File: src/rtl/pipeline_hazard_ctrl_if.sv
// pipeline_hazard_ctrl_if
// Purpose: data-memory beat handshake between the pipeline controller and
//          the data memory port.
// Signals:
//   dmem_req   controller -> memory  beat request, held until dmem_ack
//   dmem_beat  controller -> memory  word offset of the current beat
//   dmem_ack   memory -> controller  current beat accepted
// Modports: master = controller side, slave = memory side.
interface pipeline_hazard_ctrl_if #(
  parameter int VEC_BEATS = 4
);
  localparam int BEAT_W = (VEC_BEATS > 1) ? $clog2(VEC_BEATS) : 1;

  logic              dmem_req;
  logic [BEAT_W-1:0] dmem_beat;
  logic              dmem_ack;

  modport master (output dmem_req, output dmem_beat, input dmem_ack);
  modport slave  (input dmem_req, input dmem_beat, output dmem_ack);
endinterface

File: src/rtl/pipeline_hazard_ctrl.sv
// pipeline_hazard_ctrl
// Purpose: hazard/stall controller for the 5-stage scalar/vector core.
//   - selects EX operand forwarding (MEM result beats WB result)
//   - raises IF/ID/EX/MEM stalls and ID/EX flush + MEM/WB clear strobes
//   - sequences single-beat (scalar) or VEC_BEATS-beat (vector) data-memory
//     accesses over a req/ack handshake, with a sticky timeout fault
// Ports:
//   clk, reset                     clock, asynchronous active-high reset
//   id_rs1/id_rs2                  source registers of the instruction in ID
//   ex_rs1/ex_rs2/ex_rd            registers of the instruction in EX
//   ex_reg_write, ex_mem_read      EX control bits
//   mem_rd, mem_reg_write,
//   mem_mem_read, mem_mem_write,
//   mem_vector_op                  MEM stage destination/control bits
//   wb_rd, wb_reg_write            WB stage destination/control bits
//   ex_pc_src                      taken branch/jump resolved in EX
//   ex_op1_forward/ex_op2_forward  00 register file, 01 WB, 10 MEM
//   if/id/ex/mem_stall             hold the respective pipeline register
//   id_flush, ex_flush, wb_clear   bubble into IF/ID, ID/EX, MEM/WB
//   mem_fault                      sticky handshake timeout
//   dmem                           data-memory beat handshake (master side)
// All outputs are forced low while reset is asserted.
module pipeline_hazard_ctrl #(
  parameter int VEC_BEATS = 4,
  parameter int TIMEOUT   = 255
) (
  input  logic       clk,
  input  logic       reset,
  input  logic [4:0] id_rs1,
  input  logic [4:0] id_rs2,
  input  logic [4:0] ex_rs1,
  input  logic [4:0] ex_rs2,
  input  logic [4:0] ex_rd,
  input  logic       ex_reg_write,
  input  logic       ex_mem_read,
  input  logic [4:0] mem_rd,
  input  logic       mem_reg_write,
  input  logic       mem_mem_read,
  input  logic       mem_mem_write,
  input  logic       mem_vector_op,
  input  logic [4:0] wb_rd,
  input  logic       wb_reg_write,
  input  logic       ex_pc_src,
  output logic [1:0] ex_op1_forward,
  output logic [1:0] ex_op2_forward,
  output logic       if_stall,
  output logic       id_stall,
  output logic       ex_stall,
  output logic       mem_stall,
  output logic       id_flush,
  output logic       ex_flush,
  output logic       wb_clear,
  output logic       mem_fault,
  pipeline_hazard_ctrl_if.master dmem
);

  localparam int BEAT_W = (VEC_BEATS > 1) ? $clog2(VEC_BEATS) : 1;
  // Counter only has to reach TIMEOUT-1 before the fault is taken.
  localparam int CNT_W  = (TIMEOUT > 1) ? $clog2(TIMEOUT) : 1;

  localparam logic [BEAT_W-1:0] BEAT_LAST = BEAT_W'(VEC_BEATS - 1);
  localparam logic [CNT_W-1:0]  CNT_LIMIT = CNT_W'(TIMEOUT - 1);

  typedef enum logic [1:0] {
    ST_RUN    = 2'b00,
    ST_ACCESS = 2'b01,
    ST_DONE   = 2'b10,
    ST_FAULT  = 2'b11
  } state_t;

  state_t            state_r;
  state_t            state_nxt_s;
  logic [BEAT_W-1:0] beat_r;
  logic [BEAT_W-1:0] beat_nxt_s;
  logic [CNT_W-1:0]  cnt_r;
  logic [CNT_W-1:0]  cnt_nxt_s;

  logic              mem_acc_s;
  logic              load_use_s;
  logic [BEAT_W-1:0] last_beat_s;

  // Pipeline-rule strobes shared by RUN and the DONE release cycle
  logic              hz_if_stall_s;
  logic              hz_id_stall_s;
  logic              hz_id_flush_s;
  logic              hz_ex_flush_s;

  // Pre-reset-gating versions of every output
  logic [1:0]        fwd1_s;
  logic [1:0]        fwd2_s;
  logic              if_stall_s;
  logic              id_stall_s;
  logic              ex_stall_s;
  logic              mem_stall_s;
  logic              id_flush_s;
  logic              ex_flush_s;
  logic              wb_clear_s;
  logic              fault_s;
  logic              req_s;
  logic [BEAT_W-1:0] beat_out_s;

  // ex_reg_write is implied by ex_mem_read for the load-use check
  logic              unused_ex_reg_write_s;
  assign unused_ex_reg_write_s = ex_reg_write;

  // Forward-select for one EX source operand; a load in MEM has no result
  // yet, so it cannot forward and the WB copy (if any) is used instead.
  function automatic logic [1:0] fwd_select(
    input logic [4:0] rs,
    input logic       mem_wr_en,
    input logic [4:0] mem_dst,
    input logic       mem_is_load,
    input logic       wb_wr_en,
    input logic [4:0] wb_dst
  );
    logic [1:0] sel;
    if (mem_wr_en && (mem_dst != 5'd0) && (mem_dst == rs) && !mem_is_load) begin
      sel = 2'b10;
    end else if (wb_wr_en && (wb_dst != 5'd0) && (wb_dst == rs)) begin
      sel = 2'b01;
    end else begin
      sel = 2'b00;
    end
    return sel;
  endfunction

  // Operand forwarding and hazard detection terms
  always_comb begin
    fwd1_s      = fwd_select(ex_rs1, mem_reg_write, mem_rd, mem_mem_read, wb_reg_write, wb_rd);
    fwd2_s      = fwd_select(ex_rs2, mem_reg_write, mem_rd, mem_mem_read, wb_reg_write, wb_rd);
    mem_acc_s   = mem_mem_read | mem_mem_write;
    load_use_s  = ex_mem_read && (ex_rd != 5'd0) && ((ex_rd == id_rs1) || (ex_rd == id_rs2));
    last_beat_s = mem_vector_op ? BEAT_LAST : {BEAT_W{1'b0}};
  end

  // Branch/load-use strobes: a taken branch kills the dependent instruction
  // anyway, so it outranks the load-use stall.
  always_comb begin
    hz_if_stall_s = 1'b0;
    hz_id_stall_s = 1'b0;
    hz_id_flush_s = 1'b0;
    hz_ex_flush_s = 1'b0;
    if (ex_pc_src) begin
      hz_id_flush_s = 1'b1;
      hz_ex_flush_s = 1'b1;
    end else if (load_use_s) begin
      hz_if_stall_s = 1'b1;
      hz_id_stall_s = 1'b1;
      hz_ex_flush_s = 1'b1;
    end else begin
      hz_if_stall_s = 1'b0;
    end
  end

  // State, beat index and timeout counter registers
  always_ff @(posedge clk or posedge reset) begin
    if (reset) begin
      state_r <= ST_RUN;
      beat_r  <= {BEAT_W{1'b0}};
      cnt_r   <= {CNT_W{1'b0}};
    end else begin
      state_r <= state_nxt_s;
      beat_r  <= beat_nxt_s;
      cnt_r   <= cnt_nxt_s;
    end
  end

  // Next-state and raw output decode
  always_comb begin
    state_nxt_s = state_r;
    beat_nxt_s  = beat_r;
    cnt_nxt_s   = cnt_r;
    if_stall_s  = 1'b0;
    id_stall_s  = 1'b0;
    ex_stall_s  = 1'b0;
    mem_stall_s = 1'b0;
    id_flush_s  = 1'b0;
    ex_flush_s  = 1'b0;
    wb_clear_s  = 1'b0;
    fault_s     = 1'b0;
    req_s       = 1'b0;
    beat_out_s  = {BEAT_W{1'b0}};

    case (state_r)
      ST_RUN: begin
        if (mem_acc_s) begin
          // Freeze the whole pipe this cycle; the request starts next cycle.
          if_stall_s  = 1'b1;
          id_stall_s  = 1'b1;
          ex_stall_s  = 1'b1;
          mem_stall_s = 1'b1;
          wb_clear_s  = 1'b1;
          beat_nxt_s  = {BEAT_W{1'b0}};
          cnt_nxt_s   = {CNT_W{1'b0}};
          state_nxt_s = ST_ACCESS;
        end else begin
          if_stall_s  = hz_if_stall_s;
          id_stall_s  = hz_id_stall_s;
          id_flush_s  = hz_id_flush_s;
          ex_flush_s  = hz_ex_flush_s;
        end
      end

      ST_ACCESS: begin
        // MEM is stalled, so mem_vector_op is stable for the whole burst
        // and later changes of the access strobes cannot restart anything.
        if_stall_s  = 1'b1;
        id_stall_s  = 1'b1;
        ex_stall_s  = 1'b1;
        mem_stall_s = 1'b1;
        wb_clear_s  = 1'b1;
        req_s       = 1'b1;
        beat_out_s  = beat_r;
        if (dmem.dmem_ack) begin
          cnt_nxt_s = {CNT_W{1'b0}};
          if (beat_r == last_beat_s) begin
            beat_nxt_s  = {BEAT_W{1'b0}};
            state_nxt_s = ST_DONE;
          end else begin
            beat_nxt_s  = beat_r + BEAT_W'(1);
          end
        end else begin
          if (cnt_r == CNT_LIMIT) begin
            state_nxt_s = ST_FAULT;
          end else begin
            cnt_nxt_s   = cnt_r + CNT_W'(1);
          end
        end
      end

      ST_DONE: begin
        // Release cycle: the memory instruction leaves MEM now, so its
        // still-asserted access strobe must not start a second access.
        if_stall_s  = hz_if_stall_s;
        id_stall_s  = hz_id_stall_s;
        id_flush_s  = hz_id_flush_s;
        ex_flush_s  = hz_ex_flush_s;
        state_nxt_s = ST_RUN;
      end

      ST_FAULT: begin
        if_stall_s  = 1'b1;
        id_stall_s  = 1'b1;
        ex_stall_s  = 1'b1;
        mem_stall_s = 1'b1;
        fault_s     = 1'b1;
      end

      default: begin
        state_nxt_s = ST_RUN;
        beat_nxt_s  = {BEAT_W{1'b0}};
        cnt_nxt_s   = {CNT_W{1'b0}};
      end
    endcase
  end

  // Output gating: reset forces every output low immediately, which also
  // drops an in-flight request without waiting for a clock edge.
  always_comb begin
    if (reset) begin
      ex_op1_forward = 2'b00;
      ex_op2_forward = 2'b00;
      if_stall       = 1'b0;
      id_stall       = 1'b0;
      ex_stall       = 1'b0;
      mem_stall      = 1'b0;
      id_flush       = 1'b0;
      ex_flush       = 1'b0;
      wb_clear       = 1'b0;
      mem_fault      = 1'b0;
      dmem.dmem_req  = 1'b0;
      dmem.dmem_beat = {BEAT_W{1'b0}};
    end else begin
      ex_op1_forward = fwd1_s;
      ex_op2_forward = fwd2_s;
      if_stall       = if_stall_s;
      id_stall       = id_stall_s;
      ex_stall       = ex_stall_s;
      mem_stall      = mem_stall_s;
      id_flush       = id_flush_s;
      ex_flush       = ex_flush_s;
      wb_clear       = wb_clear_s;
      mem_fault      = fault_s;
      dmem.dmem_req  = req_s;
      dmem.dmem_beat = beat_out_s;
    end
  end

endmodule

File: src/flat_wrapper.sv
// flat-port wrapper written by rule: the top's interface ports become plain ports
module pipeline_hazard_ctrl_flat 
#(
  parameter int VEC_BEATS = 4,
  parameter int TIMEOUT   = 255
)
  (clk, reset, id_rs1, id_rs2, ex_rs1, ex_rs2, ex_rd, ex_reg_write, ex_mem_read, mem_rd, mem_reg_write, mem_mem_read, mem_mem_write, mem_vector_op, wb_rd, wb_reg_write, ex_pc_src, ex_op1_forward, ex_op2_forward, if_stall, id_stall, ex_stall, mem_stall, id_flush, ex_flush, wb_clear, mem_fault, dmem_dmem_req, dmem_dmem_beat, dmem_dmem_ack);
  pipeline_hazard_ctrl_if #(.VEC_BEATS(VEC_BEATS)) dmem_i ();
  input  logic clk;
  input  logic reset;
  input  logic [4:0] id_rs1;
  input  logic [4:0] id_rs2;
  input  logic [4:0] ex_rs1;
  input  logic [4:0] ex_rs2;
  input  logic [4:0] ex_rd;
  input  logic ex_reg_write;
  input  logic ex_mem_read;
  input  logic [4:0] mem_rd;
  input  logic mem_reg_write;
  input  logic mem_mem_read;
  input  logic mem_mem_write;
  input  logic mem_vector_op;
  input  logic [4:0] wb_rd;
  input  logic wb_reg_write;
  input  logic ex_pc_src;
  output logic [1:0] ex_op1_forward;
  output logic [1:0] ex_op2_forward;
  output logic if_stall;
  output logic id_stall;
  output logic ex_stall;
  output logic mem_stall;
  output logic id_flush;
  output logic ex_flush;
  output logic wb_clear;
  output logic mem_fault;
  output wire logic [$bits(dmem_i.dmem_req)-1:0] dmem_dmem_req;
  output wire logic [$bits(dmem_i.dmem_beat)-1:0] dmem_dmem_beat;
  input wire logic [$bits(dmem_i.dmem_ack)-1:0] dmem_dmem_ack;
  assign dmem_dmem_req = dmem_i.dmem_req;
  assign dmem_dmem_beat = dmem_i.dmem_beat;
  assign dmem_i.dmem_ack = dmem_dmem_ack;
  pipeline_hazard_ctrl #(.VEC_BEATS(VEC_BEATS), .TIMEOUT(TIMEOUT)) u_core (.clk(clk), .reset(reset), .id_rs1(id_rs1), .id_rs2(id_rs2), .ex_rs1(ex_rs1), .ex_rs2(ex_rs2), .ex_rd(ex_rd), .ex_reg_write(ex_reg_write), .ex_mem_read(ex_mem_read), .mem_rd(mem_rd), .mem_reg_write(mem_reg_write), .mem_mem_read(mem_mem_read), .mem_mem_write(mem_mem_write), .mem_vector_op(mem_vector_op), .wb_rd(wb_rd), .wb_reg_write(wb_reg_write), .ex_pc_src(ex_pc_src), .ex_op1_forward(ex_op1_forward), .ex_op2_forward(ex_op2_forward), .if_stall(if_stall), .id_stall(id_stall), .ex_stall(ex_stall), .mem_stall(mem_stall), .id_flush(id_flush), .ex_flush(ex_flush), .wb_clear(wb_clear), .mem_fault(mem_fault), .dmem(dmem_i));
endmodule
File: config.mk
export PLATFORM = sky130hd
export DESIGN_NAME = pipeline_hazard_ctrl_flat
export DESIGN_NICKNAME = d
export VERILOG_FILES = /design/src/rtl/pipeline_hazard_ctrl_if.sv /design/src/rtl/pipeline_hazard_ctrl.sv /design/src/flat_wrapper.sv
export SDC_FILE = /design/constraint.sdc
export NUM_CORES = 1
export LEC_CHECK = 0
export BUFFER_PORTS_ARGS = -buffer_cell sky130_fd_sc_hd__buf_2
export CORE_MARGIN = 2
export CORE_UTILIZATION = 42
export CTS_BUF_LIST = sky130_fd_sc_hd__clkbuf_4 sky130_fd_sc_hd__clkbuf_8
export CTS_CLUSTER_SIZE = 16
export DETAILED_ROUTE_END_ITERATION = 6
export PLACE_DENSITY_LB_ADDON = 0.3
export SLEW_MARGIN = 10
export SYNTH_ARGS = -nofsm -noshare
export SYNTH_HDL_FRONTEND = slang
export SYNTH_SLANG_ARGS = --single-unit
File: constraint.sdc
create_clock -name clk -period 1.6 [get_ports clk]
set_input_delay 0.08 -clock clk [delete_from_list [all_inputs] [get_ports clk]]
set_output_delay 0.08 -clock clk [all_outputs]
set_load 0.03 [all_outputs]
==> flow_summary.toml, run 1 <==
[power]
cellPowerDensity_nw_per_um2 = 982
ir_drop_mv = 1.24
total_power_mw = 1.82
power_leakage_nw = 0.884

[hold_path]
hp-class = "in -> async"

[floorplan]
die_w_um = 57.3
ios = 61
row_count = 19
effective_utilization_at_floorplan_pct = 43.6
die_h_um = 57.3
dieArea_um2 = 3280
placeableCoreArea_um2 = 2730

[global_routing]
grt_first_pass_wirelength_um = 5910
antenna_found_initial = 0
grt_overflow_total = 0
grt_max_degree = 13
gr-usage-all-layers_pct = 22.7
grt_pass1_vias = 1428

[synth]
synth_cell_types = 40
synth_enable_flop_cells = 0
synthesized_instance_count = 147
synthFlopType = "sky130_fd_sc_hd__dfrtp_1"
syn_area_um2 = 1190
cells_taking_the_most_area_after_synthesis = "sky130_fd_sc_hd__dfrtp_1 (25%), sky130_fd_sc_hd__xor2_1 (15%), sky130_fd_sc_hd__xnor2_1 (7.4%)"
share_of_synthesized_flip_flops_with_an_asynchronous_set_or_reset_pct = 100
netlist.area_leader.share_pct = 25.2
synth_warnings = 0
ys_seq_elements = 12
syn-num-nets = 195
syn-mean-instance-area_um2 = 8.10
synth_sequential_area_ratio_pct = 25.2
synth.largest_area_cell = "sky130_fd_sc_hd__dfrtp_1"

[placed_design]
buffer_ports.inserted = 59
gp_congestion = 0.877
post-place-cells = 250
detailed_place_hpwl_um = 2900
dp_worst_setup_slack_ns = -0.194

[worst_setup_path]
crit_arrival_ns = 1.98
regToRegStartpoint = "u_core.state_r[0]"
critPathRequiredTime_ns = 1.52
path_class = "reg -> out"
crit_chain = "or3_4 -> and2_4 -> or4_4 -> o21bai_4 -> buf_6"
crit_path_max_fanout = 2
critical_path_end_type = "primary output"
crit_path_max_incr_delay_ns = 0.49
startpoint = "u_core.state_r[0]"
slowest_stage = "sky130_fd_sc_hd__or4_4"
setup.worst_path.start_class = "flop"

[drt]
firstDrtPassIters = 4
routedWlPerCell_um = 14.0
route.detailed.vias_per_inst = 5.52
post-route-drc-count = 0
route.vias.total = 1442
detail-route-antenna-nets = 0
postRouteWirelength_um = 3640
drt-initial-drc-count = 41

[sta]
fmax_mhz = 486
fin_hold_ws_ns = 0.118
relSlewSlack_pct = 67.3
slew_at_the_pin_with_the_worst_max_slew_slack_ns = 0.491
unrepaired_setup_endpoints_after_global_routing = "true"
timing.final.ws_setup_ns = -0.459
finalWorstPathRequiredPeriod_ns = 2.06
report.final.hold_viol_count = 0
report.final.setup_viol = 6
fin_crit_sh_pct = 129
finalClockSkew_ns = 0.00523
drv_slew = 0

[clock_tree]
tritoncts = "yes"
clkSlewWorstSetupHoldPaths_ns = 0.09
num_cts_buffers = 3
cts-root-buf = "sky130_fd_sc_hd__clkbuf_4"
clockBufferDepth = 2
clock_insertion_delay_worst_skew_ns = 0.29
cts_sinks = 12
htreeDepth = 1

[job]
drv_cap = 0

[final_layout]
n_antenna_cell = 0
flow.area_growth_from_synthesis_pct = 55.6
final_nets = 279
stdcell_count = 261
final_core_utilization_pct = 67.8
drive_gt1_share_pct = 43.5

[outcome]
status = "finished, violations left"
violations = "setup timing"
-- area by class of cell --
| cell class | count | area, um^2 |
|---|---|---|
| Inverter | 4 | 15.0 |
| Clock buffer | 4 | 36.3 |
| Tap cell | 31 | 38.8 |
| Timing Repair Buffer | 82 | 508 |
| Fill cell | 212 | 881 |
| Multi-Input combinational cell | 128 | 955 |
| Sequential cell | 12 | 300 |
-- registers in the layout (all words and copies together), names as in the netlist --
signal and count:
u_core.beat_r 2, u_core.cnt_r 8, u_core.state_r 2
-- critical path: cells and delay by family, from the launching register on --
| kind | cells | cell delay [ns] |
|---|---|---|
| and+or+nand+nor | 3 | 1.02 |
| buffers and inverters | 1 | 0.14 |
| AOI/OAI and AO/OA | 1 | 0.12 |
| DFF | 1 | 0.41 |
-- through the flow --
stage / cell area (um^2) / TNS, ns
3_5_place_dp: 1690 / -0.212
4_1_cts: 1780 / -0.929
6_report: 1850 / -0.876
5_1_grt: 1850 / -1.58
3_3_place_gp: 1690 / -0.172
2_1_floorplan: 1250 / -0.102
-- cells in the final DEF, fill, tap and decap left out, types with 2 or more instances in the layout --
cell type,n
sky130_fd_sc_hd__buf_2,51
sky130_fd_sc_hd__buf_4,25
sky130_fd_sc_hd__xor2_1,20
sky130_fd_sc_hd__dfrtp_1,12
sky130_fd_sc_hd__o21ai_0,11
sky130_fd_sc_hd__xnor2_1,10
sky130_fd_sc_hd__nand3_1,8
sky130_fd_sc_hd__nor2_1,7
sky130_fd_sc_hd__a21oi_1,6
sky130_fd_sc_hd__nand2_1,6
sky130_fd_sc_hd__nor3_1,6
sky130_fd_sc_hd__and3_1,5
sky130_fd_sc_hd__or3_1,5
sky130_fd_sc_hd__nand4_1,4
sky130_fd_sc_hd__or4_1,4
sky130_fd_sc_hd__clkbuf_4,4
sky130_fd_sc_hd__buf_6,4
sky130_fd_sc_hd__o31ai_1,3
sky130_fd_sc_hd__inv_1,3
sky130_fd_sc_hd__and2_1,3
sky130_fd_sc_hd__o211ai_1,2
sky130_fd_sc_hd__o21ai_2,2
sky130_fd_sc_hd__o21ai_1,2
sky130_fd_sc_hd__ha_1,2
-- layer usage --
metal  vias to the layer above  global-route usage [%]  wire length [um]
li1                        704                       -                 -
met1                       657                    25.8              1400
met2                        67                    41.1              1900
met3                        14                    5.22               226
met4                         0                    8.64               114
met5                         -                       0                 0
-- cells in the mapped netlist (2+ instances only) --
cell,number
sky130_fd_sc_hd__nor4_1,2
sky130_fd_sc_hd__nand2_1,6
sky130_fd_sc_hd__o21ai_1,3
sky130_fd_sc_hd__a21oi_1,7
sky130_fd_sc_hd__nand3_1,8
sky130_fd_sc_hd__ha_1,2
sky130_fd_sc_hd__o31ai_1,3
sky130_fd_sc_hd__xnor2_1,10
sky130_fd_sc_hd__and2_1,3
sky130_fd_sc_hd__and3_1,5
sky130_fd_sc_hd__o21ai_0,12
sky130_fd_sc_hd__or3_1,5
sky130_fd_sc_hd__nand4_1,4
sky130_fd_sc_hd__o211ai_1,2
sky130_fd_sc_hd__dfrtp_1,12
sky130_fd_sc_hd__nor3_1,6
sky130_fd_sc_hd__or4_1,5
sky130_fd_sc_hd__buf_4,2
sky130_fd_sc_hd__inv_1,3
sky130_fd_sc_hd__xor2_1,20
sky130_fd_sc_hd__nor2_1,8
-- where the power goes --
part	switching, mW	total, mW	internal, mW	leakage (nW)
Combinational	0.614	1.11	0.492	0.706
Clock	0.120	0.258	0.139	0.0210
Sequential	0.0775	0.455	0.378	0.157
Total	0.812	1.82	1.01	0.884
-- worst paths after layout --
kind | end | slack [ns] | depth (start not counted)
setup reg to reg | u_core.cnt_r[5] | -0.04 | 5
hold / removal | u_core.state_r[0] | 0.12 | 4
hold reg to reg | u_core.cnt_r[7] | 0.58 | 2
max in group asynchronous | u_core.cnt_r[7] | 1.36 | 4
setup / recovery | ex_flush | -0.46 | 5
min in group clk | u_core.state_r[1] | 0.14 | 3
-- cell families after synthesis --
logic type                 Yosys count  share of synthesized area [%]
AOI/OAI and AO/OA                   36                           18.7
buffers and inverters                7                           2.84
and+or+nand+nor                     60                           29.1
xor gates and xnor gates            30                           22.1
DFF                                 12                           25.2
adders and majority gates            2                           2.10
-- what timing repair did --
item,in CTS,in global routing
endpoints found under the setup margin,11,20
buffers inserted,1,6
pin swaps,2,5
gates resized for setup,12,10
endpoints found under the hold margin,12,0
hold buffers,1,0
Note: power is estimated with default switching activity, not from simulation.
==> run 2, diff against run 1 <==
--- a/config.mk
+++ b/config.mk
@@ -12,6 +12,7 @@
 export CTS_CLUSTER_SIZE = 16
 export DETAILED_ROUTE_END_ITERATION = 6
 export PLACE_DENSITY_LB_ADDON = 0.3
+export SETUP_SLACK_MARGIN = 0.4
 export SLEW_MARGIN = 10
 export SYNTH_ARGS = -nofsm -noshare
 export SYNTH_HDL_FRONTEND = slang
==> run 2 against run 1 <==
Net effect: the run still ends with setup timing left; worst hold slack better by 0.014 ns; via count up 6.4%; power up 23%; first-iteration DRC count up 37%; routed wire length up 21%; critical path type unchanged; critical endpoint unchanged; highest routed layer unchanged.
==> flow_summary.toml, run 2 (synthesized netlist as in run 1, its figures left out) <==
[global_routing]
grt_overflow_total = 0
grt_first_pass_wirelength_um = 6330
gr-usage-all-layers_pct = 24.5
grt_max_degree = 13
antenna_found_initial = 0
grt_pass1_vias = 1466

[floorplan]
row_count = 19
ios = 61
die_w_um = 57.3
dieArea_um2 = 3280
die_h_um = 57.3
placeableCoreArea_um2 = 2730
effective_utilization_at_floorplan_pct = 43.6

[worst_setup_path]
critPathRequiredTime_ns = 1.52
regToRegSetupSlack_ns = -0.13
crit_path_max_fanout = 2
crit_arrival_ns = 1.94
setup.worst_path.start_class = "flop"
path_class = "reg -> out"
critical_path_end_type = "primary output"

[power]
cellPowerDensity_nw_per_um2 = 1050
ir_drop_mv = 1.48
power_leakage_nw = 0.971

[sta]
timing.final.ws_setup_ns = -0.421
fmax_mhz = 495
unrepaired_setup_endpoints_after_global_routing = "true"
finalWorstPathRequiredPeriod_ns = 2.02
relSlewSlack_pct = 67.3
fin_tns_setup_ns = -1.13
slew_at_the_pin_with_the_worst_max_slew_slack_ns = 0.490
drv_slew = 0
report.final.setup_viol = 10
fin_crit_sh_pct = 126
report.final.hold_viol_count = 0
finalClockSkew_ns = 0.00401
fin_hold_ws_ns = 0.131

[drt]
firstDrtPassIters = 4
detail-route-antenna-nets = 0
postRouteWirelength_um = 4410
routedWlPerCell_um = 16.7
route.detailed.vias_per_inst = 5.81
drt-initial-drc-count = 56
post-route-drc-count = 0
route.vias.total = 1535

[final_layout]
layout.cells.most_common_list = "sky130_fd_sc_hd__buf_2 (38), sky130_fd_sc_hd__buf_6 (23), sky130_fd_sc_hd__xor2_1 (20)"
flow.area_growth_from_synthesis_pct = 79.0
multi_input_comb_area_um2 = 1080
final_nets = 282
fill_cells = 155
register_area_um2 = 300
drive_gt1_share_pct = 53.2
top_registers = "u_core.cnt_r (8), u_core.beat_r (2), u_core.state_r (2)"
finish.instance_area_um2 = 2130
stdcell_count = 264
n_antenna_cell = 0
max_flop_register = "u_core.cnt_r"
final_common_cell = "sky130_fd_sc_hd__buf_2"
largest_register_ffs = 8

[placed_design]
detailed_place_hpwl_um = 2750
post-place-cells = 246
buffer_ports.inserted = 59
gp_congestion = 0.818
placed_area_um2 = 1680

[clock_tree]
clockBufferDepth = 2
clkSlewWorstSetupHoldPaths_ns = 0.08
cts_sinks = 12
clock_insertion_delay_worst_skew_ns = 0.28
num_cts_buffers = 3
htreeDepth = 1
cts-root-buf = "sky130_fd_sc_hd__clkbuf_4"
tritoncts = "yes"

[outcome]
violations = "setup timing"
status = "finished, violations left"

[job]
drv_cap = 0

[hold_path]
hp-class = "in -> async"
run 2: timing repair:
action / 4_1_cts / 5_1_grt
gates resized for setup: 65 / 25
setup endpoints to repair: 25 / 27
hold buffers: 1 / 0
setup buffers: 10 / 3
pin swaps: 24 / 11
hold endpoints to repair: 12 / 0
run 2: worst max-delay path, stage by stage (launching register included):
cell and delay [ns]:
sky130_fd_sc_hd__dfrtp_1 0.39, sky130_fd_sc_hd__or3_4 0.34, sky130_fd_sc_hd__and2_4 0.15, sky130_fd_sc_hd__or4_4 0.49, sky130_fd_sc_hd__o21bai_4 0.14, sky130_fd_sc_hd__buf_6 0.15
run 2: area by class of cell:
class | count | share of cell area (%)
Sequential cell | 12 | 14.1
Clock buffer | 4 | 1.70
Timing Repair Buffer | 85 | 31.0
Tap cell | 31 | 1.82
Multi-Input combinational cell | 128 | 50.5
Inverter | 4 | 0.880
run 2: per-stage QoR:
stage               utilization, %  setup WS (ns)  power [mW]
floorplan                        -         -0.102        1.06
global placement              61.5         -0.124        1.41
CTS                           74.1         -0.390        2.01
finish                        78.0         -0.421        2.24
global route                  78.0         -0.451        2.36
detailed placement            61.5         -0.165        1.45
run 2: worst paths after layout:
check / start / to / cells past startpoint
max in group asynchronous: reset / u_core.beat_r[0] / 4
min in group clk: mem_vector_op / u_core.beat_r[0] / 3
worst max register to register: u_core.state_r[0] / u_core.cnt_r[2] / 7
worst min register to register: u_core.cnt_r[7] / u_core.cnt_r[7] / 2
worst max-delay path: u_core.state_r[0] / ex_flush / 5
worst min-delay path: reset / u_core.cnt_r[0] / 4
run 2: power breakdown:
part           switching (mW)  internal [mW]
clock                   0.106          0.138
sequential             0.0866          0.378
combinational           0.765          0.766
total                   0.958           1.28
run 2: layer usage:
layer  wire (um)  vias to the layer above  global-route usage (%)
met2        2490                       65                    48.9
met1        1580                      744                    26.0
met3         232                       10                    4.54
li1            -                      716                       -
met5           0                        -                       0
met4         108                        0                    5.65
==> run 3, diff against run 2 <==
--- a/config.mk
+++ b/config.mk
@@ -5,9 +5,10 @@
 export SDC_FILE = /design/constraint.sdc
 export NUM_CORES = 1
 export LEC_CHECK = 0
+export ABC_AREA = 1
 export BUFFER_PORTS_ARGS = -buffer_cell sky130_fd_sc_hd__buf_2
 export CORE_MARGIN = 2
-export CORE_UTILIZATION = 42
+export CORE_UTILIZATION = 44
 export CTS_BUF_LIST = sky130_fd_sc_hd__clkbuf_4 sky130_fd_sc_hd__clkbuf_8
 export CTS_CLUSTER_SIZE = 16
 export DETAILED_ROUTE_END_ITERATION = 6
==> run 3 against run 2 <==
Net effect: the run now ends clean; combinational power down 7%; routed wire length shrank 19%; critical path type unchanged; sequential share of layout area increased by 0.76 points; largest power group unchanged; count of clock-buffer cells in the layout stayed put; die area is 8.9% higher; maximum frequency rose by 45%; global-route usage is 4.2 points lower; synthesized area is 15% higher; first-iteration DRC count grew 50%.
==> flow_summary.toml, run 3 <==
[sta]
fin_crit_sh_pct = 86.8
fin_tns_setup_ns = 0
unrepaired_setup_endpoints_after_global_routing = "true"
drv_slew = 0
timing.final.ws_setup_ns = 0.211
report.final.hold_viol_count = 0
relSlewSlack_pct = 80.7
finalWorstPathRequiredPeriod_ns = 1.39
slew_at_the_pin_with_the_worst_max_slew_slack_ns = 0.290
report.final.setup_viol = 0
finalClockSkew_ns = 0.00715
fmax_mhz = 720

[synth]
synthesized_instance_count = 231
synth_warnings = 0
synth.largest_area_cell = "sky130_fd_sc_hd__dfrtp_1"
cells_taking_the_most_area_after_synthesis = "sky130_fd_sc_hd__dfrtp_1 (22%), sky130_fd_sc_hd__nand2_1 (16%), sky130_fd_sc_hd__inv_1 (12%)"
synth_sequential_area_ratio_pct = 22.0
syn_area_um2 = 1370
post-synth-top-count-cell = "sky130_fd_sc_hd__nand2_1"
syn-num-nets = 279
synthFlopType = "sky130_fd_sc_hd__dfrtp_1"
yosys-top-cells-count = "sky130_fd_sc_hd__nand2_1 (60), sky130_fd_sc_hd__inv_1 (45), sky130_fd_sc_hd__nor2_1 (31)"
synth_cell_types = 27
syn-mean-instance-area_um2 = 5.92
synth_enable_flop_cells = 0
ys_seq_elements = 12
share_of_synthesized_flip_flops_with_an_asynchronous_set_or_reset_pct = 100
netlist.area_leader.share_pct = 22.0

[drt]
detail-route-antenna-nets = 0
firstDrtPassIters = 4
drt-initial-drc-count = 84
wl_met2_um = 1710
route.vias.total = 1651
met3RoutedLength_um = 179
top_routing_layer_in_use = "met4"
route.detailed.vias_per_inst = 4.86
routedWlPerCell_um = 10.5
drt-met1-wl_um = 1580
postRouteWirelength_um = 3570
post-route-drc-count = 0

[global_routing]
antenna_found_initial = 0
grt_overflow_total = 0
grt_max_degree = 13
grt_pass1_vias = 1426
grt_first_pass_wirelength_um = 5680
gr-usage-all-layers_pct = 20.3

[outcome]
status = "finished clean"

[power]
cellPowerDensity_nw_per_um2 = 1020
swShare_pct = 47.1
power_leakage_nw = 1.11
switchingPower_mw = 0.985
sequentialPowerShare_pct = 20.8
power_report.internal_total_mw = 1.11
power.share.clock_pct = 10.8
ir_drop_mv = 0.792
power.combinational.fraction_pct = 68.3
total_power_mw = 2.09

[final_layout]
n_antenna_cell = 0
top_registers = "u_core.cnt_r (8), u_core.beat_r (2), u_core.state_r (2)"
largest_register_ffs = 8
finish.instance_area_um2 = 2050
fill_cells = 264
layout.cells.most_common_list = "sky130_fd_sc_hd__nand2_1 (58), sky130_fd_sc_hd__buf_2 (48), sky130_fd_sc_hd__inv_1 (42)"
max_flop_register = "u_core.cnt_r"
flow.area_growth_from_synthesis_pct = 49.8
final_nets = 356
final_common_cell = "sky130_fd_sc_hd__nand2_1"
drive_gt1_share_pct = 36.5
final_core_utilization_pct = 68.2

[worst_setup_path]
setup.worst_path.start_class = "flop"
startpoint = "u_core.state_r[0]"
regToRegStartpoint = "u_core.cnt_r[0]"
regToRegSetupSlack_ns = 0.25
critical_path_end_type = "primary output"
crit_path_max_fanout = 3
r2r_cells = 9
r2r_path_end = "u_core.cnt_r[4]"
crit_arrival_ns = 1.31
critPathRequiredTime_ns = 1.52
critical_path.endpoint = "ex_flush"
path_class = "reg -> out"

[floorplan]
effective_utilization_at_floorplan_pct = 45.5
row_count = 20
dieArea_um2 = 3570
die_h_um = 59.8
ios = 61
placeableCoreArea_um2 = 3000
die_w_um = 59.8

[clock_tree]
cts_sinks = 12
clockBufferDepth = 2
clock_insertion_delay_worst_skew_ns = 0.29
clkSlewWorstSetupHoldPaths_ns = 0.08
num_cts_buffers = 3
cts-root-buf = "sky130_fd_sc_hd__clkbuf_4"
htreeDepth = 1
tritoncts = "yes"

[hold_path]
hp-class = "in -> reg"

[job]
drv_cap = 0

[placed_design]
gp_congestion = 0.838
buffer_ports.inserted = 59
detailed_place_hpwl_um = 2650
dp_worst_setup_slack_ns = 0.190
placed_area_um2 = 1750
[run 3: changes by cell type in the layout (fill, tap and decap cells not counted), sizes merged, moves of 4 or more]
cell	delta
nand2	+56
inv	+44
nor2	+26
xor2	-16
nand3	+10
buf	-9
or3	-6
and3	-5
o21ai	-5
or4	-5
and2	-4
nand4	+4
[run 3: per-layer routing]
metal	global-route usage, %	vias to the layer above
met5	0	-
met2	36.3	42
met3	2.38	13
met1	24.6	725
li1	-	871
met4	7.30	0
[run 3: area by class of cell]
type / instances / area (um^2) / share of cell area (%)
sequential: 12 / 304 / 14.8
clock buffer: 4 / 30.0 / 1.47
inverter: 47 / 184 / 8.98
tap: 33 / 41.3 / 2.02
multi-input combinational: 169 / 1010 / 49.3
timing repair buffer: 75 / 479 / 23.4
[run 3: worst max-delay path: stages, from the launching register on]
cell,delay (ns)
sky130_fd_sc_hd__dfrtp_2,0.44
sky130_fd_sc_hd__inv_4,0.07
sky130_fd_sc_hd__a21oi_4,0.06
sky130_fd_sc_hd__inv_2,0.11
sky130_fd_sc_hd__nand3_4,0.09
sky130_fd_sc_hd__a21oi_4,0.12
sky130_fd_sc_hd__buf_6,0.14
[run 3: worst min-delay path by stage]
| stage | slack (ns) | from | depth (start not counted) | end |
|---|---|---|---|---|
| 4_1_cts | 0.14 | dmem_dmem_ack | 4 | u_core.cnt_r[4] |
| 3_5_place_dp | 0.28 | reset | 3 | u_core.cnt_r[6] |
| 3_3_place_gp | 0.27 | reset | 3 | u_core.cnt_r[6] |
| 6_report | 0.15 | dmem_dmem_ack | 4 | u_core.cnt_r[4] |
| 5_1_grt | 0.17 | dmem_dmem_ack | 4 | u_core.cnt_r[4] |
| 2_1_floorplan | -0.04 | reset | 1 | u_core.beat_r[0] |
[run 3: cells by family (layout without fill, tap and decap cells)]
family	after synthesis	after routing	synth area share (%)
AND/OR/NAND/NOR	129	129	42.4
AO/OA/AOI/OAI	23	23	9.79
XOR/XNOR	15	15	9.61
adder cells (fa/ha/maj)	2	2	1.83
flip-flops	12	12	22.0
buffers and inverters	50	126	14.5
[run 3: metrics by stage]
stage,instances,hold WS [ns]
finish,340,0.147
global route,340,0.172
CTS,336,0.138
detailed placement,322,0.275
global placement,322,0.267
floorplan,231,-0.0398
[run 3: power by group through the flow]
| stage | logic, mW | clock network (mW) | registers [mW] |
|---|---|---|---|
| final | 1.43 | 0.227 | 0.436 |
| after global routing | 1.57 | 0.238 | 0.442 |
| after CTS | 1.29 | 0.231 | 0.427 |
| after detailed placement | 0.965 | 0 | 0.454 |
| after global placement | 0.965 | 0 | 0.453 |
| after floorplan | 0.748 | 0 | 0.443 |
[run 3: what timing repair did]
item | in CTS | in global routing
resized for setup | 31 | 15
hold buffers | 1 | 0
endpoints found under the hold margin | 6 | 0
buffers inserted | 9 | 4
setup endpoints to repair | 23 | 23
pin swaps | 9 | 10
